File: config.mk
export PLATFORM = sky130hd
export DESIGN_NAME = hdmi_colorbar_gen_flat
export DESIGN_NICKNAME = d
export VERILOG_FILES = /design/src/rtl/hdmi_colorbar_gen_if.sv /design/src/rtl/hdmi_colorbar_gen.sv /design/src/flat_wrapper.sv
export SDC_FILE = /design/constraint.sdc
export NUM_CORES = 1
export LEC_CHECK = 0
export BUFFER_PORTS_ARGS = -buffer_cell sky130_fd_sc_hd__buf_2
export CAP_MARGIN = 15
export CORE_MARGIN = 4
export CORE_UTILIZATION = 52
export CTS_CLUSTER_SIZE = 20
export DETAILED_ROUTE_END_ITERATION = 12
export PLACE_DENSITY = 0.74
export SLEW_MARGIN = 20
export SYNTH_ARGS = -nofsm -noshare
export SYNTH_HDL_FRONTEND = slang
export SYNTH_SLANG_ARGS = --single-unit
File: constraint.sdc
create_clock -name sys_clk -period 7.43 [get_ports sys_clk]
set_clock_uncertainty 0.2 [all_clocks]
set_input_delay 0.743 -clock sys_clk [delete_from_list [all_inputs] [get_ports sys_clk]]
set_output_delay 0.743 -clock sys_clk [all_outputs]
set_load 0.02 [all_outputs]
File: src/rtl/hdmi_colorbar_gen_if.sv
// Video output bundle of hdmi_colorbar_gen: sync, data enable, pixel position and RGB.
// The master drives the raster; slaves (TMDS encoders, monitors) observe it.
interface hdmi_colorbar_gen_if;
  logic       hsync;
  logic       vsync;
  logic       de;
  logic [9:0] pix_x;
  logic [9:0] pix_y;
  logic [7:0] red;
  logic [7:0] green;
  logic [7:0] blue;
  logic       frame_start;

  modport master (
    output hsync, vsync, de, pix_x, pix_y, red, green, blue, frame_start
  );

  modport slave (
    input hsync, vsync, de, pix_x, pix_y, red, green, blue, frame_start
  );
endinterface

File: src/rtl/hdmi_colorbar_gen.sv
// 640x480@60 raster timing generator with an 8-bar colour pattern, all outputs registered.
// Optional macro COLORBAR_SCROLL_EN rotates the bars left by one every SCROLL_FRAMES frames.
module hdmi_colorbar_gen #(
  parameter int unsigned H_SYNC        = 96,
  parameter int unsigned H_BACK        = 48,
  parameter int unsigned H_VALID       = 640,
  parameter int unsigned H_FRONT       = 16,
  parameter int unsigned V_SYNC        = 2,
  parameter int unsigned V_BACK        = 33,
  parameter int unsigned V_VALID       = 480,
  parameter int unsigned V_FRONT       = 10,
  parameter int unsigned SCROLL_FRAMES = 60
) (
  input logic                 sys_clk,
  input logic                 sys_rst_n,
  hdmi_colorbar_gen_if.master vid
);

  localparam int unsigned H_TOTAL = H_SYNC + H_BACK + H_VALID + H_FRONT;
  localparam int unsigned V_TOTAL = V_SYNC + V_BACK + V_VALID + V_FRONT;
  localparam int unsigned BAR_W   = H_VALID / 8;
  localparam int unsigned CW      = 12;

  localparam logic [CW-1:0] HMax       = CW'(H_TOTAL - 1);
  localparam logic [CW-1:0] VMax       = CW'(V_TOTAL - 1);
  localparam logic [CW-1:0] HSyncEnd   = CW'(H_SYNC);
  localparam logic [CW-1:0] VSyncEnd   = CW'(V_SYNC);
  localparam logic [CW-1:0] HActStart  = CW'(H_SYNC + H_BACK);
  localparam logic [CW-1:0] HActEnd    = CW'(H_SYNC + H_BACK + H_VALID - 1);
  localparam logic [CW-1:0] VActStart  = CW'(V_SYNC + V_BACK);
  localparam logic [CW-1:0] VActEnd    = CW'(V_SYNC + V_BACK + V_VALID - 1);
  localparam logic [CW-1:0] BarPosMax  = CW'(BAR_W - 1);

  if ((H_VALID % 8) != 0 || H_VALID == 0 || SCROLL_FRAMES == 0) begin : g_bad_cfg
    $error("hdmi_colorbar_gen: H_VALID must be a non-zero multiple of 8, SCROLL_FRAMES > 0");
  end

  logic [CW-1:0] h_cnt_q, h_cnt_d;
  logic [CW-1:0] v_cnt_q, v_cnt_d;
  logic [CW-1:0] bar_pos_q, bar_pos_d;
  logic [2:0]    bar_idx_q, bar_idx_d;
  logic [2:0]    start_idx;

  logic          h_wrap, v_wrap;
  logic          h_act, v_act, active, line_start;
  logic [CW-1:0] cur_pos;
  logic [2:0]    cur_idx;
  logic [23:0]   bar_rgb;

  logic          hsync_q, hsync_d;
  logic          vsync_q, vsync_d;
  logic          de_q, de_d;
  logic [9:0]    pix_x_q, pix_x_d;
  logic [9:0]    pix_y_q, pix_y_d;
  logic [23:0]   rgb_q, rgb_d;
  logic          frame_start_q, frame_start_d;

  // Raster counters
  always_comb begin
    h_wrap  = (h_cnt_q == HMax);
    v_wrap  = (v_cnt_q == VMax);
    h_cnt_d = h_wrap ? '0 : h_cnt_q + 1'b1;
    v_cnt_d = v_cnt_q;
    if (h_wrap) begin
      v_cnt_d = v_wrap ? '0 : v_cnt_q + 1'b1;
    end
  end

  // Bar tracking: the state holds the bar of the current pixel, except on the first active
  // column where the line restarts from start_idx.
  always_comb begin
    h_act      = (h_cnt_q >= HActStart) && (h_cnt_q <= HActEnd);
    v_act      = (v_cnt_q >= VActStart) && (v_cnt_q <= VActEnd);
    active     = h_act && v_act;
    line_start = (h_cnt_q == HActStart);
    cur_idx    = line_start ? start_idx : bar_idx_q;
    cur_pos    = line_start ? '0 : bar_pos_q;
    bar_idx_d  = bar_idx_q;
    bar_pos_d  = bar_pos_q;
    if (active) begin
      if (cur_pos == BarPosMax) begin
        bar_pos_d = '0;
        bar_idx_d = cur_idx + 3'd1;
      end else begin
        bar_pos_d = cur_pos + 1'b1;
        bar_idx_d = cur_idx;
      end
    end
  end

  always_comb begin
    bar_rgb = 24'h000000;
    unique case (cur_idx)
      3'd0: bar_rgb = 24'hFFFFFF;
      3'd1: bar_rgb = 24'hFFFF00;
      3'd2: bar_rgb = 24'h00FFFF;
      3'd3: bar_rgb = 24'h00FF00;
      3'd4: bar_rgb = 24'hFF00FF;
      3'd5: bar_rgb = 24'hFF0000;
      3'd6: bar_rgb = 24'h0000FF;
      3'd7: bar_rgb = 24'h000000;
    endcase
  end

  // Every output is a function of the current counter pair, registered once
  always_comb begin
    hsync_d       = (h_cnt_q < HSyncEnd);
    vsync_d       = (v_cnt_q < VSyncEnd);
    de_d          = active;
    pix_x_d       = '0;
    pix_y_d       = '0;
    rgb_d         = '0;
    frame_start_d = (h_cnt_q == '0) && (v_cnt_q == '0);
    if (active) begin
      pix_x_d = 10'(h_cnt_q - HActStart);
      pix_y_d = 10'(v_cnt_q - VActStart);
      rgb_d   = bar_rgb;
    end
  end

  always_ff @(posedge sys_clk or negedge sys_rst_n) begin
    if (!sys_rst_n) begin
      h_cnt_q       <= '0;
      v_cnt_q       <= '0;
      bar_pos_q     <= '0;
      bar_idx_q     <= '0;
      hsync_q       <= 1'b0;
      vsync_q       <= 1'b0;
      de_q          <= 1'b0;
      pix_x_q       <= '0;
      pix_y_q       <= '0;
      rgb_q         <= '0;
      frame_start_q <= 1'b0;
    end else begin
      h_cnt_q       <= h_cnt_d;
      v_cnt_q       <= v_cnt_d;
      bar_pos_q     <= bar_pos_d;
      bar_idx_q     <= bar_idx_d;
      hsync_q       <= hsync_d;
      vsync_q       <= vsync_d;
      de_q          <= de_d;
      pix_x_q       <= pix_x_d;
      pix_y_q       <= pix_y_d;
      rgb_q         <= rgb_d;
      frame_start_q <= frame_start_d;
    end
  end

`ifdef COLORBAR_SCROLL_EN
  localparam int unsigned FW = (SCROLL_FRAMES > 1) ? $clog2(SCROLL_FRAMES) : 1;
  localparam logic [FW-1:0] FrameMax = FW'(SCROLL_FRAMES - 1);

  logic          frame_end;
  logic [FW-1:0] frame_cnt_q, frame_cnt_d;
  logic [2:0]    bar_offset_q, bar_offset_d;

  // Advancing on the last raster position keeps the offset stable for the whole next frame
  always_comb begin
    frame_end    = h_wrap && v_wrap;
    frame_cnt_d  = frame_cnt_q;
    bar_offset_d = bar_offset_q;
    if (frame_end) begin
      if (frame_cnt_q == FrameMax) begin
        frame_cnt_d  = '0;
        bar_offset_d = bar_offset_q + 3'd1;
      end else begin
        frame_cnt_d  = frame_cnt_q + 1'b1;
      end
    end
  end

  always_ff @(posedge sys_clk or negedge sys_rst_n) begin
    if (!sys_rst_n) begin
      frame_cnt_q  <= '0;
      bar_offset_q <= '0;
    end else begin
      frame_cnt_q  <= frame_cnt_d;
      bar_offset_q <= bar_offset_d;
    end
  end

  assign start_idx = bar_offset_q;
`else
  assign start_idx = 3'd0;
`endif

  assign vid.hsync       = hsync_q;
  assign vid.vsync       = vsync_q;
  assign vid.de          = de_q;
  assign vid.pix_x       = pix_x_q;
  assign vid.pix_y       = pix_y_q;
  assign vid.red         = rgb_q[23:16];
  assign vid.green       = rgb_q[15:8];
  assign vid.blue        = rgb_q[7:0];
  assign vid.frame_start = frame_start_q;

endmodule
File: src/flat_wrapper.sv
// flat-port wrapper written by rule: the top's interface ports become plain ports
module hdmi_colorbar_gen_flat 
#(
  parameter int unsigned H_SYNC        = 96,
  parameter int unsigned H_BACK        = 48,
  parameter int unsigned H_VALID       = 640,
  parameter int unsigned H_FRONT       = 16,
  parameter int unsigned V_SYNC        = 2,
  parameter int unsigned V_BACK        = 33,
  parameter int unsigned V_VALID       = 480,
  parameter int unsigned V_FRONT       = 10,
  parameter int unsigned SCROLL_FRAMES = 60
)
  (sys_clk, sys_rst_n, vid_hsync, vid_vsync, vid_de, vid_pix_x, vid_pix_y, vid_red, vid_green, vid_blue, vid_frame_start);
  hdmi_colorbar_gen_if vid_i ();
  input logic sys_clk;
  input logic sys_rst_n;
  output wire logic [$bits(vid_i.hsync)-1:0] vid_hsync;
  output wire logic [$bits(vid_i.vsync)-1:0] vid_vsync;
  output wire logic [$bits(vid_i.de)-1:0] vid_de;
  output wire logic [$bits(vid_i.pix_x)-1:0] vid_pix_x;
  output wire logic [$bits(vid_i.pix_y)-1:0] vid_pix_y;
  output wire logic [$bits(vid_i.red)-1:0] vid_red;
  output wire logic [$bits(vid_i.green)-1:0] vid_green;
  output wire logic [$bits(vid_i.blue)-1:0] vid_blue;
  output wire logic [$bits(vid_i.frame_start)-1:0] vid_frame_start;
  assign vid_hsync = vid_i.hsync;
  assign vid_vsync = vid_i.vsync;
  assign vid_de = vid_i.de;
  assign vid_pix_x = vid_i.pix_x;
  assign vid_pix_y = vid_i.pix_y;
  assign vid_red = vid_i.red;
  assign vid_green = vid_i.green;
  assign vid_blue = vid_i.blue;
  assign vid_frame_start = vid_i.frame_start;
  hdmi_colorbar_gen #(.H_SYNC(H_SYNC), .H_BACK(H_BACK), .H_VALID(H_VALID), .H_FRONT(H_FRONT), .V_SYNC(V_SYNC), .V_BACK(V_BACK), .V_VALID(V_VALID), .V_FRONT(V_FRONT), .SCROLL_FRAMES(SCROLL_FRAMES)) u_core (.sys_clk(sys_clk), .sys_rst_n(sys_rst_n), .vid(vid_i));
endmodule
# After elaboration in Yosys (flattened, before gate mapping)
# Memories as Yosys holds them, arrays and structs flattened.
# Index checks and enable logic that the tools add are counted.
word_totals:
  reg_bits: 87
  n_memories: 1
  output_inout_bits: 48
  rom_bits: 192
op_classes:
  n_mux: 9
  eq_ne: 4
  add_sub_neg: 6
  magnitude_cmp: 6
  n_reduce_logical: 6
memory_table:
  columns: ["memory", "words", "width", "rd", "rd_ports_with_merged_regs", "write_ports", "line", "source"]
  rows:
  - ["(no name shown)", 8, 24, 1, 0, 0, "hdmi_colorbar_gen.sv:93", "unique case (cur_idx)"]
ops:
  columns: ["op", "n"]
  rows:
  - ["12-bit 2-to-1 mux", 4]
  - ["12-bit by 1-bit adder with 12-bit output, second input constant", 3]
  - ["12-bit by 10-bit equality test with 1-bit output, second input constant", 2]
  - ["12-bit by 10-bit less-or-equal comparator with 1-bit output, second input constant", 2]
  - ["12-bit zero test", 2]
  - ["24-bit 2-to-1 mux", 1]
  - ["10-bit 2-to-1 mux", 2]
  - ["12-bit by 7-bit equality test with 1-bit output, second input constant", 1]
  - ["12-bit by 8-bit equality test with 1-bit output, second input constant", 1]
  - ["12-bit by 6-bit greater-or-equal comparator with 1-bit output, second input constant", 1]
  - ["12-bit by 8-bit greater-or-equal comparator with 1-bit output, second input constant", 1]
  - ["12-bit by 2-bit less-than comparator with 1-bit output, second input constant", 1]
  - ["12-bit by 7-bit less-than comparator with 1-bit output, second input constant", 1]
  - ["10-bit by 6-bit subtractor with 10-bit output, second input constant", 1]
  - ["10-bit by 8-bit subtractor with 10-bit output, second input constant", 1]
  - ["3-bit 2-to-1 mux", 2]
  - ["1-bit logical AND", 4]
  - ["3-bit by 1-bit adder with 3-bit output, second input constant", 1]

# Longest topological paths before layout
# Gate-level depths: netlist (run 1).
depth:
  ltp_word: 4
  mapped_depth: 12

# Least setup slack after synthesis (run 1)
# No wires, ideal clock.
synth_timing:
  path_kind: "register to register"
  start: "register u_core.h_cnt_q[5]"
  end: "register u_core.bar_pos_q[11]"
  arrival_ns: 2.538
  slack_ns: 4.571
  n_path_buf: 1
  stages_incl_launch_ff: 13
  path_cell_list: "dfrtp_1 inv_1 ha_1 and2_1 nand4b_1 and2_1 ha_1 nand3_1 nor3_2 nor2_1 buf_2 a211o_1 a32o_1"
synth_between:
  elab_chain_len: 4
  word_cells_on_any_way: 9
  cone_classes: "add/sub (1); order compare (2); eq/ne (2); mux (2); reduce/logical (2)"
synth_rtl:
  columns: ["item", "line", "source"]
  rows:
  - ["from (decl)", "hdmi_colorbar_gen.sv:38", "logic [CW-1:0] h_cnt_q, h_cnt_d;"]
  - ["from (signal assigned)", "hdmi_colorbar_gen.sv:135", "h_cnt_q <= h_cnt_d;"]
  - ["12-bit by 8-bit equality test with 1-bit output", "hdmi_colorbar_gen.sv:75", "line_start = (h_cnt_q == HActStart);"]
  - ["12-bit 2-to-1 mux", "hdmi_colorbar_gen.sv:77", "cur_pos = line_start ? '0 : bar_pos_q;"]
  - ["12-bit by 1-bit adder with 12-bit output or 12-bit by 7-bit equality test with 1-bit output (tied branches)", "hdmi_colorbar_gen.sv:85, hdmi_colorbar_gen.sv:81", null]
  - ["12-bit 2-to-1 mux", "hdmi_colorbar_gen.sv:81", "if (cur_pos == BarPosMax) begin"]
  - ["to (signal assigned)", "hdmi_colorbar_gen.sv:137", "bar_pos_q <= bar_pos_d;"]
  - ["to (decl)", "hdmi_colorbar_gen.sv:40", "logic [CW-1:0] bar_pos_q, bar_pos_d;"]
# Parallel ways exist; a longest one is shown, timed or not.
# A chain may end at the register's enable or synchronous reset.

# Worst setup path after layout (run 1)
layout_timing:
  start: "register u_core.v_cnt_q[0]"
  end: "register u_core.bar_pos_q[0]"
layout_between:
  elab_chain_len: 3
  word_cells_on_any_way: 4
  cone_classes: "order compare (2); reduce/logical (2)"
layout_rtl:
  columns: ["item", "line", "source"]
  rows:
  - ["from (decl)", "hdmi_colorbar_gen.sv:39", "logic [CW-1:0] v_cnt_q, v_cnt_d;"]
  - ["from (signal assigned)", "hdmi_colorbar_gen.sv:136", "v_cnt_q <= v_cnt_d;"]
  - ["12-bit by 6-bit greater-or-equal comparator with 1-bit output or 12-bit by 10-bit less-or-equal comparator with 1-bit output (tied branches)", "hdmi_colorbar_gen.sv:73", "v_act = (v_cnt_q >= VActStart) && (v_cnt_q <= VActEnd);"]
  - ["1-bit logical AND (*)", "hdmi_colorbar_gen.sv:73", null]
  - ["1-bit logical AND (*)", "hdmi_colorbar_gen.sv:74", "active = h_act && v_act;"]
  - ["named net u_core.active", "hdmi_colorbar_gen.sv:45", "logic h_act, v_act, active, line_start;"]
# The timed path passes the listed nets; every way through them passes the cells marked *.

==> results of run 1 <==
path summary, 6_finish.rpt:
kind / startpoint / end / cells after the start
min reg2reg: u_core.bar_idx_q[0]$_DFFE_PN0P_ / u_core.bar_idx_q[0]$_DFFE_PN0P_ / 1
max reg2reg: u_core.v_cnt_q[0]$_DFFE_PN0N_ / u_core.bar_pos_q[0]$_DFFE_PN0P_ / 7
min in group asynchronous: sys_rst_n / u_core.h_cnt_q[9]$_DFF_PN0_ / 2
max: u_core.v_cnt_q[0]$_DFFE_PN0N_ / u_core.bar_pos_q[0]$_DFFE_PN0P_ / 7
min: u_core.bar_idx_q[0]$_DFFE_PN0P_ / u_core.bar_idx_q[0]$_DFFE_PN0P_ / 1
max in group asynchronous: sys_rst_n / u_core.bar_pos_q[8]$_DFFE_PN0P_ / 2
metal layers:
layer / wire length, µm / vias up / track usage [%]
li1: - / 1253 / -
met1: 3050 / 1240 / 23.6
met2: 3220 / 89 / 28.9
met3: 380 / 9 / 3.65
met4: 93 / 0 / 9.07
met5: 0 / - / 0
cell usage in the layout (no fill, tap or decap), types with 10 or more instances in the layout:
master / Yosys / layout
sky130_fd_sc_hd__dfrtp_1: 66 / 66
sky130_fd_sc_hd__buf_2: 6 / 49
sky130_fd_sc_hd__nor2_1: 39 / 39
sky130_fd_sc_hd__nand2_1: 25 / 25
sky130_fd_sc_hd__inv_1: 13 / 13
sky130_fd_sc_hd__nand3_1: 12 / 12
sky130_fd_sc_hd__o21ai_0: 12 / 12
sky130_fd_sc_hd__nor3_1: 12 / 12
sky130_fd_sc_hd__xor2_1: 11 / 11
sky130_fd_sc_hd__xnor2_1: 11 / 11
sky130_fd_sc_hd__and2_1: 11 / 11
sky130_fd_sc_hd__o31ai_1: 11 / 11
sky130_fd_sc_hd__ha_1: 10 / 10
sky130_fd_sc_hd__clkbuf_8: 0 / 10
power by group:
| group | internal (W) | switching (W) |
|---|---|---|
| sequential | 0.000359 | 0 |
| combinational | 0.000000521 | 0.00000644 |
| clock | 0.000197 | 0.000133 |
area by class of cell:
| cell class | instances | area, µm² |
|---|---|---|
| Clock buffer | 11 | 141 |
| Clock inverter | 5 | 77.6 |
| Fill cell | 540 | 2640 |
| Inverter | 14 | 52.6 |
| Multi-Input combinational cell | 232 | 1510 |
| Sequential cell | 66 | 1650 |
| Tap cell | 77 | 96.3 |
| Timing Repair Buffer | 50 | 253 |
sequential cells by signal, indices dropped and copies added (netlist names):
signal,flops
u_core.vid.de,1
u_core.vid.frame_start,1
u_core.vid.pix_y,10
u_core.vid.pix_x,10
u_core.v_cnt_q,12
u_core.bar_pos_q,12
u_core.bar_idx_q,3
u_core.h_cnt_q,12
u_core.vid.vsync,1
u_core.vid.hsync,1
u_core.rgb_q,3
stage by stage:
stage | worst slack, ns | hold WS, ns | cells | cell area [µm²]
floorplan | 4.57 | 0.245 | 350 | 3470
global placement | 3.83 | 0.270 | 439 | 3560
detailed placement | 3.73 | 0.278 | 439 | 3560
CTS | 3.70 | 0.285 | 455 | 3780
global route | 3.36 | 0.319 | 455 | 3780
finish | 3.67 | 0.280 | 455 | 3780
logic make-up after synthesis:
kind of cell    after synthesis
mux                           2
simple gates                145
flops                        66
fa+ha+maj                    10
xor+xnor                     22
compound gates               53
buf+inv                      52
worst max-delay path, delay by kind of cell, from the launching register on:
family	cells	cell delay (ns)
AND/OR/NAND/NOR	2	0.66
multiplexers	1	0.32
AO/OA/AOI/OAI	2	1.49
buffers and inverters	1	0.16
flip-flops	1	0.48
adder cells (fa/ha/maj)	1	0.33
==> report_table.html, run 1 <==
<table>
<tr><th>Metric</th><th>Value</th></tr>
<tr><th colspan="2">Worst setup path</th></tr>
<tr><td>Required time reported for the critical path endpoint</td><td>7.45 ns</td></tr>
<tr><td>Cell-by-cell trace of the critical path</td><td>ha_1, o41ai_1, nand2_1, o31ai_2, or2_4, inv_2, mux2_4</td></tr>
<tr><td>Critical path endpoint category</td><td>flip-flop</td></tr>
<tr><td>Critical Path AT</td><td>roughly 3.8 ns</td></tr>
<tr><td>Worst-path fanout max</td><td>29</td></tr>
<tr><td>Slowest Stage Delay on Critical Path</td><td>0.87 ns</td></tr>
<tr><td>R2r setup slk</td><td>approximately 3.7 ns</td></tr>
<tr><td>Critical Setup Path Class</td><td>flip-flop to flip-flop</td></tr>
<tr><td>Type of element launching the critical path</td><td>flip-flop</td></tr>
<tr><td>Standard cell with the maximum stage delay on the critical path</td><td>sky130_fd_sc_hd__o31ai_2</td></tr>
<tr><th colspan="2">Power and ir drop</th></tr>
<tr><td>Pleak</td><td>1.86 nW</td></tr>
<tr><td>VDD IR-drop max</td><td>0.0000869 V</td></tr>
<tr><td>Post-route total power</td><td>0.000697 W</td></tr>
<tr><td>Power density relative to cell area</td><td>184 mW/mm²</td></tr>
<tr><th colspan="2">Layout</th></tr>
<tr><td>Layout cells sized above 1</td><td>21.4%</td></tr>
<tr><td>End-of-flow core utilization</td><td>just under 60%</td></tr>
<tr><td>Layout-stage area growth over the synthesis result</td><td>9.13%</td></tr>
<tr><td>Post-layout net count</td><td>385</td></tr>
<tr><td>N_diodes</td><td>0</td></tr>
<tr><th colspan="2">Synthesis</th></tr>
<tr><td>Number of enable flip-flop cells after synthesis</td><td>0</td></tr>
<tr><td>Most frequent cell after synthesis</td><td>sky130_fd_sc_hd__dfrtp_1</td></tr>
<tr><td>Xor-xnor portion of the synthesized cell area</td><td>5.56%</td></tr>
<tr><td>Average cell area after synthesis</td><td>9.91 µm²</td></tr>
<tr><td>Synthesized net count</td><td>approximately 360</td></tr>
<tr><td>Area of the mapped netlist</td><td>about 0.0035 mm²</td></tr>
<tr><td>Leading cell types by total area after synthesis</td><td>sky130_fd_sc_hd__dfrtp_1 (48%), sky130_fd_sc_hd__buf_4 (5.0%), sky130_fd_sc_hd__nor2_1 (4.2%)</td></tr>
<tr><td>Post-synth ARST share</td><td>100%</td></tr>
<tr><td>Number of storage elements in the synthesis netlist</td><td>66</td></tr>
<tr><td>Multiplexer share of the synthesized area</td><td>0.758%</td></tr>
<tr><td>Share of the synthesized area in the top cell type</td><td>47.6%</td></tr>
<tr><td>Post-synthesis sequential area ratio</td><td>a little under half</td></tr>
<tr><td>Complex-gate fraction of the synthesized area</td><td>11.4%</td></tr>
<tr><td>Largest family of logic cells by synthesized area</td><td>simple AND/OR/NAND/NOR gates</td></tr>
<tr><td>Simple-gate share of the synthesized area</td><td>about 22%</td></tr>
<tr><td>Cell variety after synth</td><td>53</td></tr>
<tr><td>Top flip-flop cell by instance count after synthesis</td><td>sky130_fd_sc_hd__dfrtp_1</td></tr>
<tr><td>Adder-cell share of the synthesized area</td><td>under 10%</td></tr>
<tr><td>Library cell occupying the most area in the post-synthesis netlist</td><td>sky130_fd_sc_hd__dfrtp_1</td></tr>
<tr><td>Ys Warns</td><td>0</td></tr>
<tr><td>Synthesized netlist cell count</td><td>350</td></tr>
<tr><td>Leading cell types by count after synthesis</td><td>sky130_fd_sc_hd__dfrtp_1 (66), sky130_fd_sc_hd__nor2_1 (39), sky130_fd_sc_hd__nand2_1 (25)</td></tr>
<tr><th colspan="2">Global routing</th></tr>
<tr><td>Largest net degree at the start of global routing</td><td>67</td></tr>
<tr><td>Antenna violations before repair</td><td>0</td></tr>
<tr><td>Global-route wire length before repair</td><td>11.1 mm</td></tr>
<tr><td>GRT overflow</td><td>0</td></tr>
<tr><td>Vias in the first global route</td><td>2414</td></tr>
<tr><td>Global-route usage over all layers</td><td>18.1%</td></tr>
<tr><th colspan="2">Worst hold path</th></tr>
<tr><td>Worst Hold Class</td><td>flip-flop to flip-flop</td></tr>
<tr><th colspan="2">Placement</th></tr>
<tr><td>Number of buffers inserted by port buffering</td><td>49</td></tr>
<tr><td>Final RePlAce weighted congestion</td><td>0.878</td></tr>
<tr><td>Post-DP HPWL</td><td>4.74 mm</td></tr>
<tr><th colspan="2">Drt</th></tr>
<tr><td>Total Wirelength</td><td>around 6.7 mm</td></tr>
<tr><td>Residual antenna-violating net count after detailed routing</td><td>0</td></tr>
<tr><td>Number of detailed-route iterations in the first pass</td><td>4</td></tr>
<tr><td>Post-route DRC violation count</td><td>0</td></tr>
<tr><td>Routed length per instance</td><td>14.8 µm</td></tr>
<tr><td>Number of vias after detailed routing</td><td>approximately 2600</td></tr>
<tr><td>Vias/cell</td><td>5.69</td></tr>
<tr><td>Starting DRT DRC Count</td><td>151</td></tr>
<tr><th colspan="2">Floorplanning</th></tr>
<tr><td>Placement row count</td><td>29</td></tr>
<tr><td>Height of the die</td><td>89.7 µm</td></tr>
<tr><td>Total core area</td><td>0.00642 mm²</td></tr>
<tr><td>Die area</td><td>0.00804 mm²</td></tr>
<tr><td>Number of primary I/O pins</td><td>50</td></tr>
<tr><td>Starting density of the core</td><td>about 54%</td></tr>
<tr><td>Floorplan die width</td><td>89.7 µm</td></tr>
<tr><th colspan="2">Clock tree</th></tr>
<tr><td>Total number of H-tree levels</td><td>3</td></tr>
<tr><td>TritonCTS clock tree</td><td>yes</td></tr>
<tr><td>Clock-pin transition on the worst setup and hold timing paths</td><td>0.07 ns</td></tr>
<tr><td>Total CTS buffers</td><td>9</td></tr>
<tr><td>Buffers inserted by post-CTS timing repair</td><td>0</td></tr>
<tr><td>Hold buffer count at cts</td><td>0</td></tr>
<tr><td>Number of sinks on the clock net</td><td>66</td></tr>
<tr><td>Max Buffers Root-to-Sink</td><td>2</td></tr>
<tr><td>Clock latency of the later-clocked register in the worst-skew pair</td><td>0.33 ns</td></tr>
<tr><td>Post-cts repair resize count</td><td>0</td></tr>
<tr><td>Root Buffer Master</td><td>sky130_fd_sc_hd__clkbuf_8</td></tr>
<tr><th colspan="2">Run</th></tr>
<tr><td>Count of max-cap constraint violations</td><td>0</td></tr>
<tr><th colspan="2">Timing</th></tr>
<tr><td>Finish-stage setup viols</td><td>0</td></tr>
<tr><td>Sum of negative setup slack</td><td>0 ns</td></tr>
<tr><td>Final period util</td><td>50.5%</td></tr>
<tr><td>Slew Limit Headroom</td><td>around 29%</td></tr>
<tr><td>Slew at the pin closest to its max-slew limit</td><td>1.06 ns</td></tr>
<tr><td>Final hold violation count</td><td>0</td></tr>
<tr><td>Final Max Slew Viols</td><td>0</td></tr>
<tr><td>Max Fclk</td><td>266 MHz</td></tr>
<tr><td>Post-layout minimum cycle time</td><td>3.76 ns</td></tr>
<tr><td>RSZ-0062 raised after global routing</td><td>no</td></tr>
<tr><th colspan="2">Outcome</th></tr>
<tr><td>Status</td><td>finished, final reports clean</td></tr>
</table>
Power figures use the tool's default switching activity.
==> inputs of run 2 (changes only) <==
Settings changed: ABC_AREA set to 1, PLACE_DENSITY 0.74 to 0.73.
Clock period 7.43 ns to 3.6 ns, I/O delays scaled along.
==> run 2 against run 1 <==
- utilization rose by 0.59 points
- total power rose by 100%
- non-clock buffer count rose by 1
- design area rose by 9.8%
- sequential cell count did not move
- critical path type unchanged
- synthesized cell count rose by 33%
- setup slack got worse by 2.7 ns
- synthesized area rose by 10%
- die area rose by 9.3%
- routed wire length rose by 7.7%
- largest power group unchanged
==> report_table.html, run 2 <==
<table>
<tr><th>Metric</th><th>Value</th></tr>
<tr><th colspan="2">Clock tree</th></tr>
<tr><td>Total number of H-tree levels</td><td>3 (unchanged)</td></tr>
<tr><td>Max Buffers Root-to-Sink</td><td>2 (unchanged)</td></tr>
<tr><td>TritonCTS clock tree</td><td>yes</td></tr>
<tr><td>Root Buffer Master</td><td>sky130_fd_sc_hd__clkbuf_8</td></tr>
<tr><td>Number of sinks on the clock net</td><td>66 (unchanged)</td></tr>
<tr><td>Clock latency of the later-clocked register in the worst-skew pair</td><td>0.34 ns (about the same)</td></tr>
<tr><td>Clock-pin transition on the worst setup and hold timing paths</td><td>0.07 ns (about the same)</td></tr>
<tr><td>Total CTS buffers</td><td>9 (unchanged)</td></tr>
<tr><td>Buffers inserted by post-CTS timing repair</td><td>0 (unchanged)</td></tr>
<tr><th colspan="2">Drt</th></tr>
<tr><td>Length of routed wiring on met1</td><td>3.39 mm (+11%)</td></tr>
<tr><td>Wire length on met2</td><td>3.39 mm (+5.2%)</td></tr>
<tr><td>Residual antenna-violating net count after detailed routing</td><td>0 (unchanged)</td></tr>
<tr><td>Highest metal layer with signal wires</td><td>met4</td></tr>
<tr><td>Starting DRT DRC Count</td><td>149 (-1.3%)</td></tr>
<tr><td>Number of detailed-route iterations in the first pass</td><td>4 (unchanged)</td></tr>
<tr><td>Vias/cell</td><td>5.01 (-12%)</td></tr>
<tr><td>Met3 WL post-DR</td><td>373 µm (-1.8%)</td></tr>
<tr><td>Number of vias after detailed routing</td><td>2987 (+15%)</td></tr>
<tr><td>Total Wirelength</td><td>7.26 mm (+7.7%)</td></tr>
<tr><td>Routed length per instance</td><td>12.2 µm (-18%)</td></tr>
<tr><td>Post-route DRC violation count</td><td>0 (unchanged)</td></tr>
<tr><th colspan="2">Power and ir drop</th></tr>
<tr><td>Power density relative to cell area</td><td>336 mW/mm² (+82%)</td></tr>
<tr><td>Net switching power</td><td>0.000291 W (+110%)</td></tr>
<tr><td>Net switching share of the total power</td><td>20.8% (+0.76 points)</td></tr>
<tr><td>Pleak</td><td>2.27 nW (+22%)</td></tr>
<tr><td>Flop pwr share</td><td>53.2% (+1.6 points)</td></tr>
<tr><td>Combinational power share</td><td>1.1% (about the same)</td></tr>
<tr><td>Part of the total power dissipated in the clock network</td><td>45.7% (-1.7 points)</td></tr>
<tr><td>VDD IR-drop max</td><td>0.000200 V (+130%)</td></tr>
<tr><td>Int Power</td><td>0.00110 W (+98%)</td></tr>
<tr><th colspan="2">Floorplanning</th></tr>
<tr><td>Floorplan die width</td><td>93.7 µm (+4.5%)</td></tr>
<tr><td>Die area</td><td>0.00878 mm² (+9.3%)</td></tr>
<tr><td>Placement row count</td><td>30 (+3.4%)</td></tr>
<tr><td>Number of primary I/O pins</td><td>50 (unchanged)</td></tr>
<tr><td>Starting density of the core</td><td>54.7% (+0.75 points)</td></tr>
<tr><td>Total core area</td><td>0.00698 mm² (+8.7%)</td></tr>
<tr><td>Height of the die</td><td>93.7 µm (+4.5%)</td></tr>
<tr><th colspan="2">Synthesis</th></tr>
<tr><td>Average cell area after synthesis</td><td>8.24 µm² (-17%)</td></tr>
<tr><td>Synthesized net count</td><td>476 (+31%)</td></tr>
<tr><td>Post-synthesis sequential area ratio</td><td>43.2% (-4.4 points)</td></tr>
<tr><td>Number of enable flip-flop cells after synthesis</td><td>0 (unchanged)</td></tr>
<tr><td>Area of the mapped netlist</td><td>0.00382 mm² (+10%)</td></tr>
<tr><td>Most frequent cell after synthesis</td><td>sky130_fd_sc_hd__nand2_1</td></tr>
<tr><td>Share of the synthesized area in the top cell type</td><td>43.2% (-4.4 points)</td></tr>
<tr><td>Multiplexer share of the synthesized area</td><td>0% (-0.76 points)</td></tr>
<tr><td>Adder-cell share of the synthesized area</td><td>3.27% (-0.33 points)</td></tr>
<tr><td>Top flip-flop cell by instance count after synthesis</td><td>sky130_fd_sc_hd__dfrtp_1</td></tr>
<tr><td>Leading cell types by total area after synthesis</td><td>sky130_fd_sc_hd__dfrtp_1 (43%), sky130_fd_sc_hd__nand2_1 (9.1%), sky130_fd_sc_hd__nor2_1 (5.7%)</td></tr>
<tr><td>Leading cell types by count after synthesis</td><td>sky130_fd_sc_hd__nand2_1 (93), sky130_fd_sc_hd__dfrtp_1 (66), sky130_fd_sc_hd__nor2_1 (58)</td></tr>
<tr><td>Complex-gate fraction of the synthesized area</td><td>4.39% (-7.0 points)</td></tr>
<tr><td>Cell variety after synth</td><td>37 (-30%)</td></tr>
<tr><td>Ys Warns</td><td>0 (unchanged)</td></tr>
<tr><td>Number of storage elements in the synthesis netlist</td><td>66 (unchanged)</td></tr>
<tr><td>Synthesized netlist cell count</td><td>464 (+33%)</td></tr>
<tr><td>Largest family of logic cells by synthesized area</td><td>simple AND/OR/NAND/NOR gates</td></tr>
<tr><td>Post-synth ARST share</td><td>100% (unchanged)</td></tr>
<tr><td>Simple-gate share of the synthesized area</td><td>31.6% (+9.3 points)</td></tr>
<tr><td>Xor-xnor portion of the synthesized cell area</td><td>4.58% (-0.97 points)</td></tr>
<tr><td>Library cell occupying the most area in the post-synthesis netlist</td><td>sky130_fd_sc_hd__dfrtp_1</td></tr>
<tr><th colspan="2">Layout</th></tr>
<tr><td>Number of standard cells in the final layout excluding fillers</td><td>596 (+31%)</td></tr>
<tr><td>Post-layout net count</td><td>507 (+32%)</td></tr>
<tr><td>Layout-stage area growth over the synthesis result</td><td>8.71%</td></tr>
<tr><td>Top library cells by usage in the layout, fill and taps aside</td><td>sky130_fd_sc_hd__nand2_1 (93), sky130_fd_sc_hd__dfrtp_1 (66), sky130_fd_sc_hd__nor2_1 (58), sky130_fd_sc_hd__inv_1 (53), sky130_fd_sc_hd__buf_2 (49)</td></tr>
<tr><td>Regs by FF count</td><td>u_core.bar_pos_q (12), u_core.h_cnt_q (12), u_core.v_cnt_q (12)</td></tr>
<tr><td>Layout cells sized above 1</td><td>22.0% (+0.57 points)</td></tr>
<tr><td>Number of filler instances in the final layout</td><td>632 (+17%)</td></tr>
<tr><td>N_diodes</td><td>0 (unchanged)</td></tr>
<tr><td>Most common library cell in the layout ignoring fill and taps</td><td>sky130_fd_sc_hd__nand2_1</td></tr>
<tr><th colspan="2">Worst setup path</th></tr>
<tr><td>Critical path endpoint category</td><td>flip-flop</td></tr>
<tr><td>Critical Path AT</td><td>2.68 ns (-1.10 ns)</td></tr>
<tr><td>Type of element launching the critical path</td><td>flip-flop</td></tr>
<tr><td>Worst-path fanout max</td><td>20 (-31%)</td></tr>
<tr><td>Critical Setup Path Class</td><td>flip-flop to flip-flop</td></tr>
<tr><td>Required time reported for the critical path endpoint</td><td>3.63 ns (-3.82 ns)</td></tr>
<tr><th colspan="2">Timing</th></tr>
<tr><td>Finish-stage setup viols</td><td>0 (unchanged)</td></tr>
<tr><td>Slew Limit Headroom</td><td>64.6% (+36 points)</td></tr>
<tr><td>RSZ-0062 raised after global routing</td><td>no</td></tr>
<tr><td>Post-layout minimum cycle time</td><td>2.65 ns (-1.11 ns)</td></tr>
<tr><td>Max Fclk</td><td>378 MHz (+42%)</td></tr>
<tr><td>Sum of negative setup slack</td><td>0 ns (unchanged)</td></tr>
<tr><td>Final Max Slew Viols</td><td>0 (unchanged)</td></tr>
<tr><td>Final period util</td><td>73.5% (+23 points)</td></tr>
<tr><td>Final hold violation count</td><td>0 (unchanged)</td></tr>
<tr><td>Slew at the pin closest to its max-slew limit</td><td>0.530 ns (-0.532 ns)</td></tr>
<tr><th colspan="2">Global routing</th></tr>
<tr><td>Global-route usage over all layers</td><td>18.1% (-0.023 points)</td></tr>
<tr><td>Antenna violations before repair</td><td>0 (unchanged)</td></tr>
<tr><td>Vias in the first global route</td><td>2878 (+19%)</td></tr>
<tr><td>Global-route wire length before repair</td><td>12.6 mm (+14%)</td></tr>
<tr><td>GRT overflow</td><td>0 (unchanged)</td></tr>
<tr><td>Largest net degree at the start of global routing</td><td>45 (-33%)</td></tr>
<tr><th colspan="2">Placement</th></tr>
<tr><td>Number of buffers inserted by port buffering</td><td>49 (unchanged)</td></tr>
<tr><td>Post-Place Cells</td><td>579 (+32%)</td></tr>
<tr><td>Final RePlAce weighted congestion</td><td>0.920 (+4.8%)</td></tr>
<tr><td>Post-DP HPWL</td><td>5.37 mm (+13%)</td></tr>
<tr><th colspan="2">Run</th></tr>
<tr><td>Count of max-cap constraint violations</td><td>0 (unchanged)</td></tr>
<tr><th colspan="2">Outcome</th></tr>
<tr><td>Status</td><td>finished, final reports clean</td></tr>
<tr><th colspan="2">Worst hold path</th></tr>
<tr><td>Worst Hold Class</td><td>flip-flop to flip-flop</td></tr>
</table>
-- run 2: worst paths after layout --
check,cells past startpoint,endpoint,from,slack (ns)
worst max register to register,15,u_core.bar_idx_q[2]$_DFFE_PN0P_,u_core.h_cnt_q[5]$_DFF_PN0_,0.95
worst max-delay path,15,u_core.bar_idx_q[2]$_DFFE_PN0P_,u_core.h_cnt_q[5]$_DFF_PN0_,0.95
worst min register to register,1,u_core.rgb_q[15]$_DFF_PN0_,u_core.bar_idx_q[2]$_DFFE_PN0P_,0.25
min in group asynchronous,2,u_core.v_cnt_q[0]$_DFFE_PN0N_,sys_rst_n,0.33
worst min-delay path,1,u_core.rgb_q[15]$_DFF_PN0_,u_core.bar_idx_q[2]$_DFFE_PN0P_,0.25
max in group asynchronous,3,u_core.bar_pos_q[5]$_DFFE_PN0P_,sys_rst_n,1.96
-- run 2: routing by layer --
layer / global-route usage (%) / vias up
li1: - / 1511
met1: 23.3 / 1392
met2: 29.5 / 73
met3: 4.33 / 11
met4: 7.10 / 0
met5: 0 / -
-- run 2: cells by family (layout without fill, tap and decap cells) --
kind of cell / Yosys count / after routing
XOR/XNOR: 20 / 20
AO/OA/AOI/OAI: 27 / 27
adder cells (fa/ha/maj): 10 / 10
AND/OR/NAND/NOR: 247 / 247
buffers and inverters: 94 / 130
flip-flops: 66 / 66
-- run 2: cell type report --
class	instances	area [µm²]	share of cell area, %
clock buffer	13	159	3.83
clock inverter	3	46.3	1.11
inverter	63	239	5.75
multi-input combinational	304	1680	40.3
sequential	66	1650	39.8
tap	96	120	2.89
timing repair buffer	51	263	6.33
-- run 2: power groups by stage --
| stage | Sequential, W | Combinational, W | Clock, W |
|---|---|---|---|
| after floorplan | 0.000756 | 0.00000000117 | 0 |
| after global placement | 0.000755 | 0.0000163 | 0 |
| after detailed placement | 0.000755 | 0.0000165 | 0 |
| after CTS | 0.000741 | 0.0000171 | 0.000651 |
| after global routing | 0.000741 | 0.0000191 | 0.000684 |
| final | 0.000741 | 0.0000155 | 0.000638 |
-- run 2: critical path, stage by stage (launching register included) --
cell and delay [ns]:
sky130_fd_sc_hd__dfrtp_1 0.43, sky130_fd_sc_hd__inv_1 0.11, sky130_fd_sc_hd__ha_1 0.23, sky130_fd_sc_hd__nand3_2 0.10, sky130_fd_sc_hd__nor2_2 0.05, sky130_fd_sc_hd__nand2_4 0.20, sky130_fd_sc_hd__inv_1 0.14, sky130_fd_sc_hd__nor2_1 0.12
sky130_fd_sc_hd__ha_1 0.19, sky130_fd_sc_hd__nand3_1 0.16, sky130_fd_sc_hd__nor2_4 0.17, sky130_fd_sc_hd__inv_2 0.07, sky130_fd_sc_hd__nor2_4 0.14, sky130_fd_sc_hd__nand3_1 0.09, sky130_fd_sc_hd__nand2_1 0.09, sky130_fd_sc_hd__nand2_1 0.05
-- run 2: stage by stage --
| step | hold slack [ns] | cell area [µm²] | util (%) | total power [W] | worst slack (ns) |
|---|---|---|---|---|---|
| after detailed placement | 0.176 | 3940 | 56.4 | 0.000772 | 0.957 |
| after global placement | 0.171 | 3940 | 56.4 | 0.000772 | 1.09 |
| final | 0.254 | 4150 | 59.5 | 0.00139 | 0.953 |
| after CTS | 0.261 | 4150 | 59.5 | 0.00141 | 0.937 |
| after global routing | 0.273 | 4150 | 59.5 | 0.00144 | 0.589 |
| after floorplan | -0.136 | 3820 | - | 0.000756 | 1.21 |
-- run 2: timing repair --
action / CTS / global route
gates resized for setup: 0 / 0
hold buffers: 1 / 0
endpoints found under the hold margin: 22 / 0
